<file path="config.mk">
export PLATFORM = sky130hd
export DESIGN_NAME = fwd_hazard_unit
export DESIGN_NICKNAME = d
export VERILOG_FILES = /design/src/rtl/fwd_hazard_unit.sv
export SDC_FILE = /design/constraint.sdc
export NUM_CORES = 1
export LEC_CHECK = 0
export CORE_UTILIZATION = 35
export DETAILED_ROUTE_END_ITERATION = 12
export GPL_TIMING_DRIVEN = 0
export PLACE_DENSITY = 0.86
export SETUP_SLACK_MARGIN = 0.2
export SLEW_MARGIN = 20
export SYNTH_ARGS = -nofsm -noshare
export SYNTH_HDL_FRONTEND = slang
export SYNTH_SLANG_ARGS = --single-unit
</file>
<file path="constraint.sdc">
create_clock -name clk -period 2.12 [get_ports clk]
set_clock_uncertainty 0.2 [all_clocks]
set_input_delay 0.212 -clock clk [delete_from_list [all_inputs] [get_ports clk]]
set_output_delay 0.212 -clock clk [all_outputs]
set_load 0.01 [all_outputs]
</file>
<file path="src/rtl/fwd_hazard_unit.sv">
// Operand forwarding selects plus load-use stall / branch flush sequencing beside ID/EX.
// Define HAZARD_PERF_EN to build the stall and flush performance counters.
module fwd_hazard_unit #(
  parameter int unsigned NUM_SRC        = 2,
  parameter int unsigned FWD_STAGES     = 3,
  parameter int unsigned REG_AW         = 5,
  parameter int unsigned LOAD_AVAIL_STG = 1,
  parameter int unsigned SEL_W          = $clog2(FWD_STAGES + 1)
) (
  input  logic                         clk,
  input  logic                         rst,
  input  logic                         id_valid,
  input  logic [NUM_SRC*REG_AW-1:0]    id_rs_addr,
  input  logic [NUM_SRC-1:0]           id_rs_used,
  input  logic [FWD_STAGES*REG_AW-1:0] stg_rd_addr,
  input  logic [FWD_STAGES-1:0]        stg_wb_en,
  input  logic [FWD_STAGES-1:0]        stg_is_load,
  input  logic                         br_taken,
  output logic [NUM_SRC*SEL_W-1:0]     fwd_sel,
  output logic                         stall_if,
  output logic                         stall_id,
  output logic                         flush_id,
  output logic                         flush_ex,
  output logic [31:0]                  perf_stall_cnt,
  output logic [31:0]                  perf_flush_cnt
);

  localparam int unsigned CNT_W = $clog2(FWD_STAGES) + 1;

  typedef enum logic [1:0] {StRun, StStall, StFlush} state_e;

  state_e                     state_q, state_d;
  logic [CNT_W-1:0]           cnt_q, cnt_d;
  logic [NUM_SRC*SEL_W-1:0]   fwd_sel_q, fwd_sel_d, win_sel;
  logic [CNT_W-1:0]           need_len;
  logic [REG_AW-1:0]          rs_cur;
  logic                       found;
  logic                       stall, flush;

  // Per source: youngest qualifying producer wins; loads too young to forward set the stall length.
  always_comb begin
    win_sel  = '0;
    need_len = '0;
    rs_cur   = '0;
    found    = 1'b0;
    for (int i = 0; i < int'(NUM_SRC); i++) begin
      rs_cur = id_rs_addr[i*REG_AW +: REG_AW];
      found  = 1'b0;
      for (int k = 0; k < int'(FWD_STAGES); k++) begin
        if (!found && id_valid && id_rs_used[i] && (rs_cur != '0) && stg_wb_en[k] &&
            (stg_rd_addr[k*REG_AW +: REG_AW] == rs_cur)) begin
          found = 1'b1;
          win_sel[i*SEL_W +: SEL_W] = SEL_W'(k + 1);
          if (stg_is_load[k] && (k < int'(LOAD_AVAIL_STG)) &&
              (CNT_W'(int'(LOAD_AVAIL_STG) - k) > need_len)) begin
            need_len = CNT_W'(int'(LOAD_AVAIL_STG) - k);
          end
        end
      end
    end
  end

  always_comb begin
    state_d = state_q;
    cnt_d   = cnt_q;
    stall   = 1'b0;
    flush   = 1'b0;
    if (br_taken) begin
      flush   = 1'b1;
      cnt_d   = '0;
      state_d = StFlush;
    end else if (state_q == StFlush) begin
      state_d = StRun;
    end else if ((state_q == StStall) && (cnt_q != '0)) begin
      stall   = 1'b1;
      cnt_d   = cnt_q - 1'b1;
      state_d = (cnt_q == CNT_W'(1)) ? StRun : StStall;
    end else if (need_len != '0) begin
      stall   = 1'b1;
      cnt_d   = need_len - 1'b1;
      state_d = (need_len > CNT_W'(1)) ? StStall : StRun;
    end else begin
      state_d = StRun;
    end
  end

  // Bubble into EX whenever ID is held, squashed, or known to be wrong-path.
  assign fwd_sel_d = (stall || flush || (state_q == StFlush)) ? '0 : win_sel;

  always_ff @(posedge clk or negedge rst) begin
    if (!rst) begin
      state_q   <= StRun;
      cnt_q     <= '0;
      fwd_sel_q <= '0;
    end else begin
      state_q   <= state_d;
      cnt_q     <= cnt_d;
      fwd_sel_q <= fwd_sel_d;
    end
  end

  // Gate with reset so no control pulse leaks out while reset is held.
  assign stall_if = stall & rst;
  assign stall_id = stall & rst;
  assign flush_id = flush & rst;
  assign flush_ex = flush & rst;
  assign fwd_sel  = fwd_sel_q;

`ifdef HAZARD_PERF_EN
  logic [31:0] perf_stall_q, perf_flush_q;

  always_ff @(posedge clk or negedge rst) begin
    if (!rst) begin
      perf_stall_q <= '0;
      perf_flush_q <= '0;
    end else begin
      if (stall && (perf_stall_q != 32'hFFFF_FFFF)) perf_stall_q <= perf_stall_q + 32'd1;
      if (br_taken && (perf_flush_q != 32'hFFFF_FFFF)) perf_flush_q <= perf_flush_q + 32'd1;
    end
  end

  assign perf_stall_cnt = perf_stall_q;
  assign perf_flush_cnt = perf_flush_q;
`else
  assign perf_stall_cnt = 32'd0;
  assign perf_flush_cnt = 32'd0;
`endif

endmodule

</file>
==> flow_summary.ini, run 1 <==
[power]
p_seq_frac = 0.251
clockPowerShare = 0.286
swShare = 0.313
leakage_nw = 1.29
peakVddDrop_v = 0.000150
p_int_w = 0.000476
switchingPower_w = 0.000217
power_density_nw_per_um2 = 299
p_total_w = 0.000694
power_frac_comb = 0.462

[sta]
finalCritPeriodShare = 0.975
setup_violations = 0
rsz0062_at_grt = yes
period_minus_slack_ns = 2.07
hold_violations = 0
final_max_slew_viol_count = 0
fmax_mhz = 484

[logic_synthesis]
ys_top_cells_by_count = 66 x buf_4, 25 x xor2_1, 9 x dfrtp_1
synth_edf_count = 0
syn_area_per_cell_um2 = 8.43
ys_warn_count = 0
yosys.area.top_type = buf_4
ys.flop_type = dfrtp_1
synthCells = 172
synth.distinct_cells = 36
synth_top_area_frac = 0.342
synth-async-reset-ratio = 1.00
synth.most_common_cell = buf_4
seq_area_frac_synth = 0.155
ys_seq_elements = 9
syn_area_um2 = 1450
synth_area_leaders = buf_4 34%, dfrtp_1 16%, xor2_1 15%

[clock_tree]
cts_made_buffers = 3
clkTransAtPathRegs_ns = 0.04
clock_latency_ns = 0.24
htreeDepth = 1
cts_max_path_buffers = 2
cts_sinks = 9
cts_tree = built
root_buffer = clkbuf_8

[layout]
syn2layout_area_growth_pct = 60.1
num_antenna_cells = 0
drive_above_1_share = 0.394
final_area_um2 = 2320
nNetsFinal = 333
instances_no_fill = 342

[critical_path]
startpoint_type = input port
cp_data_arrival_time_ns = 1.66
crit_required_ns = 1.71
crit_path_max_fanout = 4
worst_setup_path_end_kind = output pin
crit_type = input port to output pin

[route]
drc = 0
firstDrtPassIters = 4
vias = 1341
drtIter0Drc = 26
finalWirelength_um = 3280
routedWlPerCell_um = 9.60
viasPerCell = 3.92
drt.antenna.violating_nets = 0

[grt]
grt.overflow.total = 0
grt_pass1_vias = 1116
grt_max_degree = 10
antenna_found_initial = 0
grtUsageTotal = 0.149
grt_pass1_wl_um = 5030

[job]
cap_violations = 0

[placement]
placed_area_um2 = 2170
io_buffers = 41
place.gp.congestion = 0.783
place_inst = 326
dp_hpwl_um = 2660

[floorplan]
coreArea_um2 = 4000
fp.dieW_um = 66.4
die_h_um = 66.4
rows = 23
initial_core_util = 0.363
io_pins = 109
die_area_um2 = 4400

[hold_path]
hp-class = input port to register

[status]
status = finished clean
state kept, by name, summed over array words and instances (netlist names):
register / cells
state_q: 2
cnt_q: 3
fwd_sel: 4
logic make-up (layout without fill, tap and decap cells):
group,count (synthesis),count (layout),share of synthesized area
and+or+nand+nor,44,44,0.217
adders and majority gates,3,3,0.0259
xor gates and xnor gates,30,30,0.181
DFF,9,9,0.155
AOI/OAI and AO/OA,13,13,0.0595
buffers and inverters,72,129,0.359
other,1,64,0.00259
critical path, stage by stage:
cell,delay [ns]
buf_4,0.14
or4_4,0.48
o211a_1,0.25
nand4_2,0.12
nand3_4,0.08
and3_4,0.16
buf_6,0.11
buf_6,0.11
power groups by stage:
stage | logic [W] | registers [W] | clock network [W]
2_1_floorplan | 0.000207 | 0.000177 | 0
3_3_place_gp | 0.000307 | 0.000177 | 0
3_5_place_dp | 0.000311 | 0.000177 | 0
4_1_cts | 0.000311 | 0.000174 | 0.000203
5_1_grt | 0.000350 | 0.000174 | 0.000218
6_report | 0.000321 | 0.000174 | 0.000199
cell usage in the layout (no fill, tap or decap), drive strengths merged, types with 8 or more instances in the layout:
cell            n
clkdlybuf4s50  22
nand3           8
buf            85
dfrtp           9
nor4            9
clkbuf         10
xor2           25
conb           64
layer usage:
| metal | GRT usage | share of wire |
|---|---|---|
| met1 | 0.162 | 0.38 |
| met2 | 0.286 | 0.53 |
| met3 | 0.0276 | 0.088 |
| met4 | 0.0505 | 0.0085 |
| met5 | 0 | 0 |
through the flow:
stage | setup TNS, ns | hold slack (ns) | setup WS (ns) | util
5_1_grt | 0 | 0.220 | 0.00536 | 0.580
2_1_floorplan | 0 | -0.284 | 0.225 | -
4_1_cts | 0 | 0.203 | 0.0630 | 0.569
6_report | 0 | 0.217 | 0.0521 | 0.580
3_3_place_gp | -2.67 | 0.322 | -0.850 | 0.543
3_5_place_dp | -3.09 | 0.348 | -0.895 | 0.543
cell type report:
cell class / count / area (um2)
Buffer: 68 / 509
Clock buffer: 4 / 45.0
Fill cell: 385 / 1680
Inverter: 4 / 15.0
Multi-Input combinational cell: 154 / 995
Sequential cell: 9 / 225
Tap cell: 50 / 62.6
Timing Repair Buffer: 53 / 469
repair_timing:
| action | CTS | global route |
|---|---|---|
| gates cloned | 0 | 0 |
| setup buffers | 7 | 4 |
| gates resized for setup | 59 | 13 |
| hold buffers | 1 | 0 |
| pin swaps | 7 | 5 |
| endpoints found under the hold margin | 9 | 0 |
| endpoints found under the setup margin | 11 | 3 |
final timing paths:
check / slack, ns / endpoint / startpoint / cells past startpoint
worst max-delay path: 0.05 / stall_if / id_rs_addr[8] / 8
worst min-delay path: 0.22 / fwd_sel[2] / id_valid / 3
worst max register to register: 0.28 / cnt_q[0] / cnt_q[1] / 9
worst min register to register: 0.45 / cnt_q[1] / cnt_q[1] / 3
max in group asynchronous: 1.00 / fwd_sel[0] / rst / 2
min in group asynchronous: 0.42 / cnt_q[2] / rst / 2
Note: power is estimated with default switching activity, not from simulation.
==> inputs of run 2 (changes only) <==
- CELL_PAD_IN_SITES_DETAIL_PLACEMENT: default -> 1
- CELL_PAD_IN_SITES_GLOBAL_PLACEMENT: default -> 2
- CORE_MARGIN: default -> 2
- CORE_UTILIZATION: 35 -> 17
- PLACE_DENSITY: 0.86 -> 0.83
==> flow_summary.ini, run 2 (same netlist as run 1, synthesis figures left out) <==
[route]
drt.antenna.violating_nets = 0
vias = 1349
routedWlPerCell_um = 10.3
firstDrtPassIters = 4
viasPerCell = 3.41
drc = 0
finalWirelength_um = 4070
drtIter0Drc = 13

[critical_path]
crit_path_max_fanout = 2
crit_type = input port to output pin
crit_path_cell_trace = buf_8 -> or4_4 -> o211a_1 -> nand4_2 -> nand3_4 -> and3_4 -> buf_6 -> buf_6
cp_slowest_cell = or4_4
startpoint_type = input port
crit_required_ns = 1.71
critPathMaxStageDelay_ns = 0.53
worst_setup_path_end_kind = output pin
cp_data_arrival_time_ns = 1.66
crit_top_cell = buf_6

[grt]
grt_pass1_wl_um = 6260
antenna_found_initial = 1
grt.overflow.total = 0
grt_max_degree = 10
grtUsageTotal = 0.0858
grt_pass1_vias = 1348

[floorplan]
fp.dieW_um = 96.4
die_h_um = 96.4
rows = 33
die_area_um2 = 9290
io_pins = 109
coreArea_um2 = 8260
initial_core_util = 0.176

[sta]
worst_slack_ns = 0.0453
rsz0062_at_grt = yes
period_minus_slack_ns = 2.07
finalCritPeriodShare = 0.979
hold_ws_ns = 0.223
hold_violations = 0
final_max_slew_viol_count = 0
fmax_mhz = 482
finalSetupTns_ns = 0
setup_violations = 0

[clock_tree]
clkTransAtPathRegs_ns = 0.05
htreeDepth = 1
cts_max_path_buffers = 2
cts_sinks = 9
cts_tree = built
root_buffer = clkbuf_8
clock_latency_ns = 0.24
cts_made_buffers = 3

[placement]
io_buffers = 41
place_ws_ns = -0.935
place.gp.congestion = 0.792
dp_hpwl_um = 3430

[power]
power_density_nw_per_um2 = 292
p_total_w = 0.000709
leakage_nw = 1.29
peakVddDrop_v = 0.000136

[layout]
syn2layout_area_growth_pct = 67.6
mostFrequentLayoutCells = 75 x buf_4, 64 x conb_1, 24 x xor2_1
num-fill-cells = 1009
mostFrequentLayoutCell = buf_4
drive_above_1_share = 0.386
nNetsFinal = 331
largest_reg_flops = 4

[job]
cap_violations = 0

[status]
status = finished clean

[hold_path]
hp-class = input port to register
-- run 2: cell count changes in the layout (fill, tap and decap cells not counted), sizes merged --
cell	before	now
clkdlybuf4s15	1	6
buf	85	81
diode	0	1
clkinv	0	1
clkbuf	10	6
-- run 2: final cells by class --
type / count / area, um2 / share of cell area
diodes: 1 / 2.50 / 0.00103
inverters: 4 / 15.0 / 0.00618
plain buffers: 68 / 509 / 0.210
clock buffers: 3 / 41.3 / 0.0170
flip-flops and latches: 9 / 225 / 0.0927
clock inverters: 1 / 5.00 / 0.00206
multi-input cells: 154 / 1020 / 0.419
well taps: 105 / 131 / 0.0541
repair buffers: 51 / 482 / 0.198
-- run 2: critical path: cells and delay by family --
family                 cells  cell delay, ns
and+or+nand+nor            4            0.90
AOI/OAI and AO/OA          1            0.24
buffers and inverters      3            0.32
-- run 2: repair_timing --
action | 4_1_cts | 5_1_grt
gates resized for setup | 58 | 11
buffers inserted | 8 | 1
hold buffers | 1 | 0
pin swaps | 8 | 6
endpoints found under the hold margin | 9 | 0
cloned | 0 | 0
endpoints found under the setup margin | 11 | 6
-- run 2: power breakdown --
group	internal, W	switching, W	leakage [nW]
sequential	0.000173	0.000000565	0.123
clock	0.000129	0.0000739	0.0255
combinational	0.000175	0.000157	1.14
total	0.000477	0.000232	1.29
-- run 2: per-layer routing --
layer,vias to the layer above,track usage,part of all wire
met1,595,0.105,0.41
met4,0,0.0211,0.0071
li1,685,-,-
met2,66,0.151,0.50
met5,-,0,0
met3,3,0.0196,0.084
-- run 2: final timing paths --
| check | end | from | depth (start not counted) | slack (ns) |
|---|---|---|---|---|
| min in group asynchronous | state_q[0] | rst | 2 | 0.40 |
| max in group asynchronous | state_q[1] | rst | 2 | 1.03 |
| worst max register to register | fwd_sel[3] | cnt_q[1] | 7 | 0.34 |
| worst min-delay path | fwd_sel[2] | id_valid | 3 | 0.22 |
| worst min register to register | cnt_q[1] | cnt_q[1] | 3 | 0.44 |
| worst max-delay path | stall_if | id_rs_addr[7] | 8 | 0.05 |
-- run 2: through the flow --
step | utilization | instances | instance area (um2)
finish | 0.294 | 396 | 2430
detailed placement | 0.272 | 381 | 2240
global placement | 0.272 | 381 | 2240
CTS | 0.289 | 394 | 2380
global route | 0.294 | 396 | 2430
floorplan | - | 235 | 1700
